--- src/rtl/produto_escalar_ctrl.sv ---
// Sequencer for the produto_escalar accelerator.
// It accepts a command, fetches eight a-words and then eight b-words from a
// sync-read memory, and pulses start to the accelerator. It then waits for
// done or for a timeout, and returns the result on a valid/ready response port.
module produto_escalar_ctrl #(
  parameter int AW      = 8,
  parameter int TIMEOUT = 1024
) (
  input  logic          clk,
  input  logic          rst,
  input  logic          cmd_valid,
  output logic          cmd_ready,
  input  logic [AW-1:0] cmd_addr_a,
  input  logic [AW-1:0] cmd_addr_b,
  output logic          mem_rd_en,
  output logic [AW-1:0] mem_addr,
  input  logic [31:0]   mem_rd_data,
  output logic [255:0]  acc_a,
  output logic [255:0]  acc_b,
  output logic          acc_start,
  input  logic          acc_done,
  input  logic [63:0]   acc_result,
  output logic          rsp_valid,
  input  logic          rsp_ready,
  output logic [63:0]   rsp_result,
  output logic          rsp_timeout,
  output logic          busy
);

  localparam int TW = $clog2(TIMEOUT + 1);

  typedef enum logic [2:0] {
    S_IDLE,
    S_FETCH,
    S_START,
    S_WAIT,
    S_RESP
  } state_t;

  state_t          state_q, state_d;
  logic [AW-1:0]   base_a_q, base_a_d;
  logic [AW-1:0]   base_b_q, base_b_d;
  logic [4:0]      fc_q, fc_d;         // FETCH cycle number, 1..17
  logic [TW-1:0]   tmo_q, tmo_d;       // cycles spent in WAIT
  logic [255:0]    acc_a_q, acc_a_d;
  logic [255:0]    acc_b_q, acc_b_d;
  logic [63:0]     rsp_result_q, rsp_result_d;
  logic            rsp_timeout_q, rsp_timeout_d;

  // Read index (cycles 1..16) and capture index (cycles 2..17). Bit 3 selects
  // vector b. Bits 2:0 select the element.
  logic [3:0]      rd_idx;
  logic [3:0]      cap_idx;
  logic [TW-1:0]   tmo_inc;

  assign rd_idx  = 4'(fc_q - 5'd1);
  assign cap_idx = 4'(fc_q - 5'd2);
  assign tmo_inc = tmo_q + TW'(1);

  // State and datapath registers. Reset drops any in-flight command.
  always_ff @(posedge clk or posedge rst) begin
    if (rst) begin
      state_q       <= S_IDLE;
      base_a_q      <= '0;
      base_b_q      <= '0;
      fc_q          <= '0;
      tmo_q         <= '0;
      acc_a_q       <= '0;
      acc_b_q       <= '0;
      rsp_result_q  <= '0;
      rsp_timeout_q <= 1'b0;
    end else begin
      state_q       <= state_d;
      base_a_q      <= base_a_d;
      base_b_q      <= base_b_d;
      fc_q          <= fc_d;
      tmo_q         <= tmo_d;
      acc_a_q       <= acc_a_d;
      acc_b_q       <= acc_b_d;
      rsp_result_q  <= rsp_result_d;
      rsp_timeout_q <= rsp_timeout_d;
    end
  end

  // Next-state logic and decoded outputs. Every register holds unless a state changes it.
  always_comb begin
    state_d       = state_q;
    base_a_d      = base_a_q;
    base_b_d      = base_b_q;
    fc_d          = fc_q;
    tmo_d         = tmo_q;
    acc_a_d       = acc_a_q;
    acc_b_d       = acc_b_q;
    rsp_result_d  = rsp_result_q;
    rsp_timeout_d = rsp_timeout_q;
    cmd_ready     = 1'b0;
    mem_rd_en     = 1'b0;
    mem_addr      = '0;
    acc_start     = 1'b0;
    rsp_valid     = 1'b0;

    unique case (state_q)
      S_IDLE: begin
        cmd_ready = 1'b1;
        if (cmd_valid) begin
          base_a_d = cmd_addr_a;
          base_b_d = cmd_addr_b;
          fc_d     = 5'd1;
          state_d  = S_FETCH;
        end
      end

      S_FETCH: begin
        // Reads happen in cycles 1..16. The address add wraps at 2^AW.
        if (fc_q <= 5'd16) begin
          mem_rd_en = 1'b1;
          mem_addr  = (rd_idx[3] ? base_b_q : base_a_q) + AW'(rd_idx[2:0]);
        end
        // Read data returns one cycle after its strobe.
        if (fc_q >= 5'd2) begin
          if (cap_idx[3]) acc_b_d[32*cap_idx[2:0] +: 32] = mem_rd_data;
          else            acc_a_d[32*cap_idx[2:0] +: 32] = mem_rd_data;
        end
        fc_d = fc_q + 5'd1;
        if (fc_q == 5'd17) state_d = S_START;
      end

      S_START: begin
        acc_start = 1'b1;
        tmo_d     = '0;
        state_d   = S_WAIT;
      end

      S_WAIT: begin
        // If done and the timeout limit arrive in the same cycle, done wins.
        if (acc_done) begin
          rsp_result_d  = acc_result;
          rsp_timeout_d = 1'b0;
          state_d       = S_RESP;
        end else begin
          tmo_d = tmo_inc;
          if (tmo_inc == TW'(TIMEOUT)) begin
            rsp_result_d  = '0;
            rsp_timeout_d = 1'b1;
            state_d       = S_RESP;
          end
        end
      end

      S_RESP: begin
        rsp_valid = 1'b1;
        if (rsp_ready) state_d = S_IDLE;
      end

      default: state_d = S_IDLE;
    endcase
  end

  assign acc_a       = acc_a_q;
  assign acc_b       = acc_b_q;
  assign rsp_result  = rsp_result_q;
  assign rsp_timeout = rsp_timeout_q;
  assign busy        = (state_q != S_IDLE);

endmodule

--- config.mk ---
export PLATFORM = sky130hd
export DESIGN_NAME = produto_escalar_ctrl
export DESIGN_NICKNAME = d
export VERILOG_FILES = /design/src/rtl/produto_escalar_ctrl.sv
export SDC_FILE = /design/constraint.sdc
export NUM_CORES = 1
export LEC_CHECK = 0
export CORE_AREA = 2 2 277 279
export CTS_BUF_LIST = sky130_fd_sc_hd__clkbuf_4
export CTS_CLUSTER_SIZE = 25
export DETAILED_ROUTE_END_ITERATION = 10
export DIE_AREA = 0 0 279 281
export PLACE_DENSITY = 0.63
export SYNTH_ARGS = -nofsm -noshare
export SYNTH_HDL_FRONTEND = slang
export SYNTH_SLANG_ARGS = --single-unit
--- constraint.sdc ---
create_clock -name clk -period 66.2 [get_ports clk]
set_clock_uncertainty 0.05 [all_clocks]
set_input_delay 13.24 -clock clk [delete_from_list [all_inputs] [get_ports clk]]
set_output_delay 13.24 -clock clk [all_outputs]
set_load 0.02 [all_outputs]
==> results.tsv <==
stage	metric	value	unit
grt	first-pass GRT wire length	127000	um
clock_network	CTS sink cnt	612	
worst_setup_path	Critical Path Source Type	register	
worst_setup_path	R2R Path End	acc_b[143]	
clock_network	number of buffers added for setup after CTS	0	
floorplanning	I/O pin cnt	707	
final_layout	Non-Filler Instances	3630	
worst_setup_path	Setup CP Type	reg2out	
synthesis	Post-Syn Area	24600	sq um
floorplanning	DIE HEIGHT	281	um
clock_network	Resize count post-CTS	0	
floorplanning	CORE AREA	75400	sq um
clock_network	clock transition at the registers of the reported paths	0.06	ns
clock_network	CTS tree	built	
worst_setup_path	Worst EP required	52.91	ns
routing	Via-to-Cell Ratio	4.86	
clock_network	TritonCTS Buffers	167	
timing	unrepaired setup endpoints after global routing	no	
routing	Routed WL	87700	um
floorplanning	Starting Density	0.326	
power_and_ir_drop	Seq pwr share	0.332	
grt	largest net degree at the start of global routing	164	
placed_design	GP Congestion	0.820	
worst_setup_path	Critical R2R Launch	fc_q[0]	
timing	Slew headroom	0.166	
synthesis	yosys warns	0	
synthesis	largest family of logic cells by synthesized area	multiplexers	
worst_setup_path	crit path max fanout	9	
power_and_ir_drop	Pint	1090	uW
clock_network	Skew-Pair Late Insertion Delay	0.97	ns
synthesis	async set-reset flop share out of synthesis	1.00	
synthesis	post-synthesis simple-gate area fraction	0.0708	
job	Max-cap violations	0	
final_layout	commonest non-fill, non-tap cell in the layout	clkdlybuf4s50_1	
routing	Antenna Violating Nets Remaining	0	
routing	DRC Markers	0	
synthesis	Top FF cell, synth	dfrtp_1	
final_layout	area grow syn2layout	41.2	%
synthesis	Yosys cell types	50	
synthesis	syn_nets	1878	
grt	number of global-route vias before repair	19100	
timing	Slew Viols, Final	0	
power_and_ir_drop	Comb pwr share	0.486	
power_and_ir_drop	static leakage	0.0161	uW
worst_setup_path	Worst setup endpoint	mem_addr[5]	
power_and_ir_drop	Sw Pwr	712	uW
routing	number of detailed-route iterations in the first pass	5	
worst_setup_path	critical path startpoint	fc_q[1]	
worst_setup_path	WP data arrival	4.76	ns
clock_network	Root Driver	clkbuf_4	
clock_network	deepest clock path buffer count	3	
routing	WL/cell	24.2	um
synthesis	Synth Area in XOR/XNOR	0.00351	
routing	Vias	17600	
timing	Final period util	0.273	
floorplanning	FP Rows	101	
synthesis	#FFs+latches synth	612	
synthesis	Gate Count Post-Synth	1745	
synthesis	area share of fa/ha/maj cells after synthesis	0.00843	
clock_network	Post-CTS Hold Fix Bufs	0	
timing	setup TNS	0	ns
placed_design	IO Port Bufs	706	
worst_setup_path	reg2reg path depth	8	
synthesis	EDFF count, synth	0	
grt	grt total ovfl	0	
power_and_ir_drop	PwrDens	51.8	nW/um^2
grt	Total GRT Usage	0.221	
worst_setup_path	crit end category	primary output	
timing	# setup viols final	0	
power_and_ir_drop	Clock Power Share	0.182	
power_and_ir_drop	Design Power	1800	uW
timing	measured slew at the worst slew-check pin	1.25	ns
final_layout	Final nets	2689	
final_layout	leading cell types in the layout, fill and taps excluded	clkdlybuf4s50_1 (706), dfrtp_1 (612), mux2_2 (500), clkbuf_4 (226), nand2_1 (147)	
hold_path	worst hold path class	reg2reg	
placed_design	placed insts	3365	
floorplanning	Die X	279	um
synthesis	compound-cell area share of the yosys netlist	0.0272	
worst_setup_path	reg2reg setup slack	61.86	ns
placed_design	post-DP HPWL	62100	um
grt	initial antenna violation count	5	
synthesis	sequential area share after synthesis	0.622	
timing	fin crit period	18.05	ns
timing	final hold viol count	0	
synthesis	Mapped Avg Cell Area	14.1	sq um
placed_design	dpl ws	49.09	ns
clock_network	# H-tree levels	4	
power_and_ir_drop	Max IR drop VDD	0.0000303	V
power_and_ir_drop	sw frac	0.395	
floorplanning	die area	78400	sq um
status	status	completed	
timing	setup ws final	48.15	ns
final_layout	layout cells sized above 1	0.312	
routing	Iter 0 DRT Violations	717	
synthesis	mux share of post-synthesis cell area	0.250	
timing	f_max	55.4	MHz
## registers in the layout, indices dropped and copies added, names as in the netlist
name and count:
acc_a 256, acc_b 256, rsp_result 64, tmo_q 11, base_a_q 8, base_b_q 8, fc_q 5, state_q 3
rsp_timeout 1
## how the worst min path moves through the flow
stage | from | to | slack, ns | depth (start not counted)
finish | acc_a[150] | acc_a[150] | 0.44 | 1
global route | acc_b[201] | acc_b[201] | 0.46 | 1
CTS | acc_a[150] | acc_a[150] | 0.45 | 1
detailed placement | acc_a[150] | acc_a[150] | 0.43 | 1
global placement | acc_a[150] | acc_a[150] | 0.43 | 1
floorplan | tmo_q[2] | tmo_q[2] | 0.41 | 1
## cell families after synthesis
| group | after synthesis |
|---|---|
| AOI/OAI and AO/OA | 123 |
| adders and majority gates | 16 |
| xor gates and xnor gates | 9 |
| buffers and inverters | 99 |
| muxes | 537 |
| and+or+nand+nor | 349 |
| DFF | 612 |
## per-layer routing
metal,vias to the layer above,share of wire,global-route usage
li1,7762,-,-
met1,9042,0.39,0.250
met2,676,0.51,0.388
met3,145,0.073,0.0720
met4,0,0.029,0.0826
met5,-,0,0
## final cells by class
type | count | area, sq um
Inverter | 8 | 37.5
Timing Repair Buffer | 733 | 7280
Tap cell | 978 | 1220
Fill cell | 6786 | 40700
Clock buffer | 226 | 1700
Antenna cell | 3 | 7.51
Clock inverter | 36 | 272
Sequential cell | 612 | 15300
Multi-Input combinational cell | 1034 | 8930
## worst max-delay path, stage by stage (launching register included)
cell             delay, ns
dfrtp_1               0.47
inv_1                 0.15
ha_1                  0.27
a21boi_1              0.19
xnor2_2               0.57
mux2_2                0.44
ha_1                  0.28
a21o_1                0.10
a21oi_1               0.10
a21o_1                0.18
or3_1                 0.35
and3_1                0.19
clkdlybuf4s50_1       0.53
## cells in the mapped netlist (3+ instances only)
| library cell | instances | share of area |
|---|---|---|
| buf_2 | 30 | 0.0061 |
| nor2b_1 | 3 | 0.00076 |
| mux2_2 | 500 | 0.23 |
| dfrtp_1 | 612 | 0.62 |
| nand2_1 | 159 | 0.024 |
| o21ai_0 | 90 | 0.018 |
| inv_1 | 8 | 0.0012 |
| mux2i_1 | 5 | 0.0020 |
| o31ai_1 | 3 | 0.00091 |
| ha_1 | 15 | 0.0076 |
| and2_1 | 98 | 0.025 |
| a21oi_1 | 11 | 0.0022 |
| nor3b_1 | 3 | 0.00091 |
| clkbuf_1 | 36 | 0.0055 |
| nand3_1 | 13 | 0.0026 |
| xor2_1 | 6 | 0.0021 |
| a21o_1 | 5 | 0.0015 |
| and3_1 | 18 | 0.0046 |
| nor2_1 | 18 | 0.0027 |
| buf_6 | 5 | 0.0023 |
| nand4_1 | 3 | 0.00076 |
| buf_1 | 19 | 0.0029 |
| nor3_1 | 8 | 0.0016 |
| nand2b_1 | 9 | 0.0023 |
| o22ai_1 | 3 | 0.00076 |
| mux2_4 | 30 | 0.018 |
## per-stage QoR
stage               instance area [sq um]  hold slack [ns]   util
finish                              34800            0.443  0.461
global route                        34800            0.462  0.461
CTS                                 34800            0.445  0.461
detailed placement                  32800            0.432  0.435
global placement                    32800            0.428  0.435
floorplan                           24600            0.415      -
## power by group through the flow
stage / clock [uW] / combinational [uW] / sequential (uW)
5_1_grt: 360 / 924 / 615
3_5_place_dp: 0 / 887 / 602
3_3_place_gp: 0 / 878 / 595
2_1_floorplan: 0 / 290 / 748
6_report: 328 / 876 / 598
4_1_cts: 341 / 889 / 598
No activity file was read; power rests on OpenSTA's default activity.
